<file path="config.mk">
export PLATFORM = sky130hd
export DESIGN_NAME = hpu_qualified_rx_fifo
export DESIGN_NICKNAME = d
export VERILOG_FILES = /design/src/rtl/hpu_qualified_rx_fifo_pkg.sv /design/src/rtl/hpu_qualified_rx_ram.sv /design/src/rtl/hpu_qualified_rx_fifo.sv
export SDC_FILE = /design/constraint.sdc
export NUM_CORES = 1
export LEC_CHECK = 0
export ABC_AREA = 1
export CORE_MARGIN = 2
export CORE_UTILIZATION = 63
export CTS_CLUSTER_SIZE = 40
export DETAILED_ROUTE_END_ITERATION = 8
export DONT_BUFFER_PORTS = 1
export GPL_ROUTABILITY_DRIVEN = 0
export HOLD_SLACK_MARGIN = 0.08
export PLACE_DENSITY = 0.86
export SYNTH_ARGS = -nofsm -noshare
export SYNTH_HDL_FRONTEND = slang
export SYNTH_SLANG_ARGS = --single-unit
</file>
<file path="constraint.sdc">
create_clock -name clk -period 5.93 [get_ports clk]
set_clock_uncertainty 0.1 [all_clocks]
set_input_delay 0.8895 -clock clk [delete_from_list [all_inputs] [get_ports clk]]
set_output_delay 0.8895 -clock clk [all_outputs]
set_load 0.02 [all_outputs]
</file>
<file path="src/rtl/hpu_qualified_rx_fifo_pkg.sv">
// Shared helpers for the qualified receive FIFO: elaboration-time sizing checks.
package hpu_qualified_rx_fifo_pkg;

  // Every word still in flight when stop is first seen must fit behind the stop threshold.
  function automatic bit rtt_fits(input int depth, input int rtt);
    return depth >= rtt + 2;
  endfunction

endpackage

</file>
<file path="src/rtl/hpu_qualified_rx_ram.sv">
// DEPTH x DATA_WIDTH register array: one synchronous write port, one asynchronous read port.
module hpu_qualified_rx_ram
  import hpu_qualified_rx_fifo_pkg::*;
#(
  parameter int DATA_WIDTH = 32,
  parameter int DEPTH      = 8,
  parameter int AW         = (DEPTH > 1) ? $clog2(DEPTH) : 1
) (
  input  logic                  clk,
  input  logic                  we,
  input  logic [AW-1:0]         waddr,
  input  logic [DATA_WIDTH-1:0] wdata,
  input  logic [AW-1:0]         raddr,
  output logic [DATA_WIDTH-1:0] rdata
);

  logic [DATA_WIDTH-1:0] mem [DEPTH];

  always_ff @(posedge clk) begin
    if (we) mem[waddr] <= wdata;
  end

  assign rdata = mem[raddr];

endmodule

</file>
<file path="src/rtl/hpu_qualified_rx_fifo.sv">
// Receive FIFO for a valid-only stream; raises a registered stop early enough that
// every word the producer may still send after seeing it lands without overflow.
module hpu_qualified_rx_fifo
  import hpu_qualified_rx_fifo_pkg::*;
#(
  parameter int DATA_WIDTH = 32,
  parameter int DEPTH      = 8,
  parameter int RTT        = 2,
  parameter int CNT_W      = $clog2(DEPTH + 1)
) (
  input  logic                  clk,
  input  logic                  s_rst_n,
  input  logic                  in_vld,
  input  logic [DATA_WIDTH-1:0] in_data,
  output logic                  out_stop,
  output logic                  out_vld,
  input  logic                  out_rdy,
  output logic [DATA_WIDTH-1:0] out_data,
  output logic [CNT_W-1:0]      occupancy,
  output logic                  error_ovf
);

  localparam int AW = (DEPTH > 1) ? $clog2(DEPTH) : 1;

  if (!rtt_fits(DEPTH, RTT)) begin : g_depth_check
    $error("hpu_qualified_rx_fifo: DEPTH must be at least RTT+2");
  end

  // Pointers wrap explicitly so DEPTH need not be a power of two.
  function automatic logic [AW-1:0] ptr_inc(input logic [AW-1:0] p);
    return (p == AW'(DEPTH - 1)) ? '0 : p + 1'b1;
  endfunction

  logic [AW-1:0]    wptr;
  logic [AW-1:0]    rptr;
  logic             full;
  logic             push;
  logic             pop;
  logic [CNT_W-1:0] occ_next;
  logic             stop_next;

  assign out_vld = (occupancy != '0);
  assign full    = (occupancy == CNT_W'(DEPTH));
  assign pop     = out_vld & out_rdy;
  // A pop in the same cycle frees the slot, so a full FIFO still accepts the push.
  assign push    = in_vld & (~full | pop);

  always_comb begin
    occ_next = occupancy;
    case ({push, pop})
      2'b10:   occ_next = occupancy + 1'b1;
      2'b01:   occ_next = occupancy - 1'b1;
      default: occ_next = occupancy;
    endcase
  end

  assign stop_next = (CNT_W'(DEPTH) - occ_next) <= CNT_W'(RTT);

  // Control state; storage contents are deliberately left unreset.
  always_ff @(posedge clk or negedge s_rst_n) begin
    if (!s_rst_n) begin
      wptr      <= '0;
      rptr      <= '0;
      occupancy <= '0;
      out_stop  <= 1'b1;
      error_ovf <= 1'b0;
    end else begin
      if (push) wptr <= ptr_inc(wptr);
      if (pop)  rptr <= ptr_inc(rptr);
      occupancy <= occ_next;
      out_stop  <= stop_next;
      if (in_vld & full & ~pop) error_ovf <= 1'b1;
    end
  end

  hpu_qualified_rx_ram #(
    .DATA_WIDTH (DATA_WIDTH),
    .DEPTH      (DEPTH),
    .AW         (AW)
  ) u_ram (
    .clk   (clk),
    .we    (push),
    .waddr (wptr),
    .wdata (in_data),
    .raddr (rptr),
    .rdata (out_data)
  );

endmodule
</file>
==> flow_summary.ini, run 1 <==
[yosys]
synthDominantAreaCellType = sky130_fd_sc_hd__edfxtp_1
synthesized_area_fraction_occupied_by_ao_oa_aoi_and_oai_cells_pct = 10.3
postSynthRegisterBits = 268
synth_area_sq_um = 10700
yosysMostFrequentCell = sky130_fd_sc_hd__edfxtp_1
post_synth.cell_area_avg_sq_um = 12.7
synthesis.instances = 839
synth_area_leaders = sky130_fd_sc_hd__edfxtp_1 (72%), sky130_fd_sc_hd__nor2_1 (8.3%), sky130_fd_sc_hd__o21ai_0 (5.0%)
yosys.area.top_type_share_pct = 72.1
synth_xor_area_share_pct = 0.164
synthArstFlopShare_pct = 4.48
count_of_cell_types_in_the_netlist = 27
yosys.area_share.adder_pct = 1.06
synth_simple_gate_area_share_pct = 10.4
yosys_warnings = 0
synth_top_family_by_area = simple AND/OR/NAND/NOR gates
synth-edff-count = 256
yosysSeqAreaShare_pct = 75.0
synth.top_cells.by_count = sky130_fd_sc_hd__edfxtp_1 (256), sky130_fd_sc_hd__nor2_1 (236), sky130_fd_sc_hd__o21ai_0 (107)
synth_mux_area_share_pct = 0
yosys_most_used_dff = sky130_fd_sc_hd__edfxtp_1
synth_fp_nets = 884

[timing]
finalSetupViolCount = 0
finalSetupTns_ns = 0
period_needed_ns = 4.07
maxClockFrequency_ghz = 0.246
max_transition_viols_final = 0
final.period_utilization_pct = 68.7
final_critical_path_setup_slack_ns = 1.86
worst_slew_pin_slew_ns = 1.20
hold_viol = 0
worst_slew_margin_rel_pct = 19.9
grt_setup_unrepaired = no

[run]
maxCapViolCount = 0

[global_route]
global_route.usage.total_pct = 23.7
grt_first_pass_wirelength_um = 32900
vias_in_the_first_global_route = 6450
globalRouteOverflowTotal = 0
grt_start_max_net_pins = 82
initial_antenna_violation_count = 0

[route]
dr_total_vias = 6507
antenna_left = 0
first_iter_violations = 615
routed_wirelength_um = 21100
detail_route.vias_per_cell = 6.10
routedWlPerCell_um = 19.8
drt_drc_violations_left = 0
drt_first_pass_iters = 5

[floorplanning]
num_io_pins = 75
floorplan.die.width_um = 134
initial_core_util_pct = 64.3
placeableCoreArea_sq_um = 16600
dieArea_sq_um = 18000
die_height_um = 134
core.rowCount = 47

[finish]
drive_gt1_share_pct = 7.45
final_net_count = 871
area_growth_pct = 9.66
antenna-diode-count = 0

[clock_tree]
clk_latency_ns = 0.51
tritoncts = done
cts_buffer_depth = 3
clkSinkCount = 268
numCtsBuffers = 26
h-tree-depth = 1
clk_pin_slew_worst_paths_ns = 0.06
clock_tree.root_cell = sky130_fd_sc_hd__clkbuf_16
cts_repair_resize_count = 0

[setup_path]
launch_point_of_the_worst_reg_to_reg_path = occupancy[3]$_DFF_PN0_
worstPathArrival_ns = 3.08
crit_fanout = 81
endpoint_kind_of_the_worst_setup_timing_path = output pin
cp_data_required_time_ns = 4.94
reg2reg_to = u_ram.mem[0][28]$_DFFE_PP_
critical_path_class = reg -> out
critical_path.startpoint_type = register
r2r_setup_slack_ns = 2.90
r2r_cells = 8

[pwr]
power.static_leakage_uw = 0.00390
power.density_cell_area_nw_per_um2 = 526
peakVddDrop_mv = 0.340

[placed_design]
dpl_worst_slack_ns = 2.43
port_buffers = 0
dpl.hpwl_um = 10900

[outcome]
outcome = finished, final reports clean

[hold_path]
hold_path_class = in -> async
## layout make-up
class | instances | area [sq um]
flip-flops and latches | 268 | 7990
fillers | 1047 | 4900
multi-input cells | 499 | 2390
clock buffers | 35 | 726
well taps | 220 | 275
clock inverters | 13 | 143
inverters | 22 | 83.8
repair buffers | 9 | 70.1
## per-layer routing
metal	GRT usage, %	part of all wire (%)
met1	31.2	39
met2	39.2	50
met3	4.42	8.3
met4	10.2	2.4
met5	0	0
## state kept, by name (all words and copies together) (netlist names)
register and flops:
out_stop 1, u_ram.mem 256, rptr 3, wptr 3
occupancy 4, error_ovf 1
## how the worst max path moves through the flow
stage               slack [ns]  cells past startpoint           startpoint                   endpoint
finish                    1.86                      5  rptr[0]$_DFFE_PN0P_                out_data[8]
global route              1.69                      5  rptr[0]$_DFFE_PN0P_                out_data[8]
detailed placement        2.43                      5  rptr[0]$_DFFE_PN0P_                out_data[8]
CTS                       1.89                      5  rptr[0]$_DFFE_PN0P_                out_data[8]
floorplan                 2.70                      6              out_rdy  u_ram.mem[0][0]$_DFFE_PP_
global placement          2.52                      5  rptr[0]$_DFFE_PN0P_               out_data[17]
## through the flow
step | power (uW) | instances | hold WS (ns) | utilization [%] | instance area [sq um]
5_1_grt | 6460 | 1066 | 0.0949 | 70.5 | 11700
6_report | 6150 | 1066 | 0.113 | 70.5 | 11700
3_3_place_gp | 4450 | 1017 | 0.484 | 65.2 | 10800
2_1_floorplan | 4090 | 839 | 0.454 | - | 10700
4_1_cts | 6160 | 1066 | 0.104 | 70.5 | 11700
3_5_place_dp | 4520 | 1017 | 0.493 | 65.2 | 10800
## logic make-up after synthesis
family | after synthesis
AND/OR/NAND/NOR | 286
XOR/XNOR | 2
AO/OA/AOI/OAI | 202
flip-flops | 268
buffers and inverters | 72
adder cells (fa/ha/maj) | 9
## cell usage in the layout (no fill, tap or decap)
cell | netlist | routed
sky130_fd_sc_hd__a31oi_1 | 32 | 32
sky130_fd_sc_hd__buf_4 | 2 | 8
sky130_fd_sc_hd__bufinv_16 | 0 | 3
sky130_fd_sc_hd__clkbuf_1 | 19 | 6
sky130_fd_sc_hd__clkbuf_16 | 0 | 27
sky130_fd_sc_hd__clkbuf_8 | 0 | 2
sky130_fd_sc_hd__clkinv_1 | 0 | 5
sky130_fd_sc_hd__clkinv_2 | 0 | 4
sky130_fd_sc_hd__clkinvlp_4 | 0 | 1
sky130_fd_sc_hd__dfrtp_1 | 11 | 9
sky130_fd_sc_hd__dfrtp_2 | 0 | 1
sky130_fd_sc_hd__dfrtp_4 | 0 | 1
sky130_fd_sc_hd__dfstp_2 | 1 | 1
sky130_fd_sc_hd__dlygate4sd3_1 | 0 | 1
sky130_fd_sc_hd__edfxtp_1 | 256 | 256
sky130_fd_sc_hd__ha_1 | 9 | 9
sky130_fd_sc_hd__inv_1 | 18 | 17
sky130_fd_sc_hd__inv_2 | 4 | 4
sky130_fd_sc_hd__inv_8 | 0 | 1
sky130_fd_sc_hd__nand2_1 | 33 | 33
sky130_fd_sc_hd__nand3_1 | 12 | 12
sky130_fd_sc_hd__nand3_2 | 1 | 1
sky130_fd_sc_hd__nand3b_1 | 1 | 1
sky130_fd_sc_hd__nand4_1 | 2 | 2
sky130_fd_sc_hd__nor2_1 | 236 | 228
sky130_fd_sc_hd__nor2_2 | 1 | 1
sky130_fd_sc_hd__nor2_4 | 0 | 8
sky130_fd_sc_hd__o211ai_1 | 1 | 1
sky130_fd_sc_hd__o21a_1 | 1 | 1
sky130_fd_sc_hd__o21ai_0 | 107 | 107
sky130_fd_sc_hd__o21ai_1 | 28 | 28
sky130_fd_sc_hd__o21bai_1 | 1 | 1
sky130_fd_sc_hd__o22ai_1 | 32 | 32
sky130_fd_sc_hd__xnor2_1 | 1 | 1
sky130_fd_sc_hd__xor2_1 | 1 | 1
## power by group
| part | leakage, uW | total, uW | switching, uW | internal (uW) |
|---|---|---|---|---|
| Clock | 0.000422 | 1650 | 659 | 990 |
| Combinational | 0.00101 | 1960 | 1460 | 501 |
| Sequential | 0.00247 | 2540 | 161 | 2380 |
| Total | 0.00390 | 6150 | 2280 | 3870 |
## worst max-delay path: stages, from the launching register on
cell and delay (ns):
sky130_fd_sc_hd__dfrtp_4 0.77, sky130_fd_sc_hd__buf_4 0.76, sky130_fd_sc_hd__o21ai_0 0.25, sky130_fd_sc_hd__o22ai_1 0.22, sky130_fd_sc_hd__nor2_1 0.07, sky130_fd_sc_hd__a31oi_1 0.44
## what timing repair did
item | in CTS | in global routing
hold buffers | 1 | 0
hold endpoints to repair | 11 | 0
setup endpoints to repair | 0 | 0
setup buffers | 0 | 0
No activity file was read; power rests on OpenSTA's default activity.
==> inputs of run 2 (changes only) <==
- clock period: 5.93 -> 3.8 ns (I/O delays scaled with it)
==> run 2 against run 1 <==
Compared with the run above: critical path depth is 1 higher; critical endpoint is now out_data[11]; critical path type unchanged; sequential cell count unchanged; first-iteration DRC count is 9.4% lower.
==> flow_summary.ini, run 2 (synthesis gave the netlist of run 1 again) <==
[global_route]
vias_in_the_first_global_route = 6590
grt_start_max_net_pins = 130
grt_first_pass_wirelength_um = 33800
globalRouteOverflowTotal = 0
global_route.usage.total_pct = 24.4
initial_antenna_violation_count = 0

[finish]
drive_gt1_share_pct = 8.36
registers.top_by_ff_count = u_ram.mem
most_frequent_standard_cell_in_the_layout_excluding_fill_and_tap_cells = sky130_fd_sc_hd__edfxtp_1
fillerInstances = 1042
largest_register_ff_count = 256
most_frequent_cells_in_the_layout = sky130_fd_sc_hd__edfxtp_1 (256), sky130_fd_sc_hd__nor2_1 (228), sky130_fd_sc_hd__o21ai_0 (107)
regs_by_ff_count = u_ram.mem (256), occupancy (4)
final_net_count = 912
area_growth_pct = 13.5
antenna-diode-count = 0

[timing]
finalSetupViolCount = 0
period_needed_ns = 3.26
maxClockFrequency_ghz = 0.307
grt_setup_unrepaired = no
worst_slew_margin_rel_pct = 52.9
worst_slew_pin_slew_ns = 0.703
final_critical_path_setup_slack_ns = 0.538
finalSetupTns_ns = 0
max_transition_viols_final = 0
hold_viol = 0
final.period_utilization_pct = 85.8

[run]
maxCapViolCount = 0

[hold_path]
hold_path_class = in -> reg
hold_path_startpoint = out_rdy

[floorplanning]
die_height_um = 134
num_io_pins = 75
placeableCoreArea_sq_um = 16600
floorplan.die.width_um = 134
core.rowCount = 47
dieArea_sq_um = 18000
initial_core_util_pct = 64.3

[route]
dr_total_vias = 6640
antenna_left = 0
detail_route.vias_per_cell = 6.01
drt_drc_violations_left = 0
routedWlPerCell_um = 19.6
drt_first_pass_iters = 5
routed_wirelength_um = 21600
first_iter_violations = 557

[clock_tree]
h-tree-depth = 1
cts_buffer_depth = 3
clkSinkCount = 268
clock_tree.root_cell = sky130_fd_sc_hd__clkbuf_16
clk_latency_ns = 0.51
tritoncts = done
clk_pin_slew_worst_paths_ns = 0.07
numCtsBuffers = 25

[setup_path]
endpoint_kind_of_the_worst_setup_timing_path = output pin
launch_point_of_the_worst_reg_to_reg_path = occupancy[1]$_DFF_PN0_
cp_data_required_time_ns = 3.13
critical_path.startpoint_type = register
crit_fanout = 29
critical_path_class = reg -> out
crit_path_start = rptr[0]$_DFFE_PN0P_
worstPathArrival_ns = 2.59

[placed_design]
dpl_worst_slack_ns = 0.727
port_buffers = 0
dpl.hpwl_um = 11100

[pwr]
power.density_cell_area_nw_per_um2 = 799
power.static_leakage_uw = 0.00409
peakVddDrop_mv = 0.582
power_uw = 9660

[outcome]
outcome = finished, final reports clean
run 2: changes by cell type in the layout (fill, tap and decap cells not counted):
cell                            previous run  this run
sky130_fd_sc_hd__dlygate4sd3_1             1        34
sky130_fd_sc_hd__buf_12                    0         5
sky130_fd_sc_hd__clkinv_2                  4         9
sky130_fd_sc_hd__buf_4                     8        12
sky130_fd_sc_hd__clkinv_1                  5         1
sky130_fd_sc_hd__clkbuf_16                27        25
sky130_fd_sc_hd__clkbuf_1                  6         5
sky130_fd_sc_hd__inv_8                     1         0
run 2: repair_timing:
action / in CTS / in global routing
gates resized for setup: 0 / 0
buffers inserted: 0 / 0
hold buffers: 34 / 0
endpoints found under the hold margin: 269 / 0
run 2: layer usage:
layer,track usage (%),wire length (um)
met5,0,0
met1,30.9,8480
met4,10.8,668
met3,4.04,1480
met2,42.2,11000
run 2: critical path, cell delays in order (launching register included):
cell                       delay (ns)
sky130_fd_sc_hd__dfrtp_4         0.50
sky130_fd_sc_hd__clkinv_2        0.31
sky130_fd_sc_hd__buf_4           0.37
sky130_fd_sc_hd__o21ai_0         0.17
sky130_fd_sc_hd__o22ai_1         0.16
sky130_fd_sc_hd__nor2_1          0.07
sky130_fd_sc_hd__a31oi_1         0.47
run 2: where the power goes:
part | internal, uW | total [uW] | leakage [uW] | switching, uW
logic | 891 | 3310 | 0.00122 | 2420
clock network | 1450 | 2460 | 0.000404 | 1010
registers | 3700 | 3880 | 0.00247 | 180
total | 6050 | 9660 | 0.00409 | 3610
run 2: through the flow:
stage	util, %	instances	instance area (sq um)	hold WS (ns)
after floorplan	-	839	10700	0.174
after global routing	72.9	1105	12100	0.227
final	72.9	1105	12100	0.212
after global placement	66.0	1026	10900	0.175
after CTS	72.9	1105	12100	0.204
after detailed placement	66.0	1026	10900	0.175
run 2: final cells by class:
type	instances	area, sq um	area share, %
Clock buffer	32	672	5.56
Multi-Input combinational cell	499	2390	19.8
Tap cell	220	275	2.28
Sequential cell	268	7990	66.1
Timing Repair Buffer	51	531	4.39
Clock inverter	13	141	1.17
Inverter	22	83.8	0.693
run 2: final timing paths:
check | end | slack (ns) | cells past startpoint
hold / removal | error_ovf$_DFFE_PN0P_ | 0.21 | 3
setup / recovery | out_data[11] | 0.54 | 6
min in group asynchronous | occupancy[0]$_DFF_PN0_ | 0.39 | 1
hold reg to reg | wptr[0]$_DFFE_PN0P_ | 0.51 | 2
setup reg to reg | out_stop$_DFF_PN1_ | 0.72 | 16
max in group asynchronous | rptr[0]$_DFFE_PN0P_ | 2.79 | 1
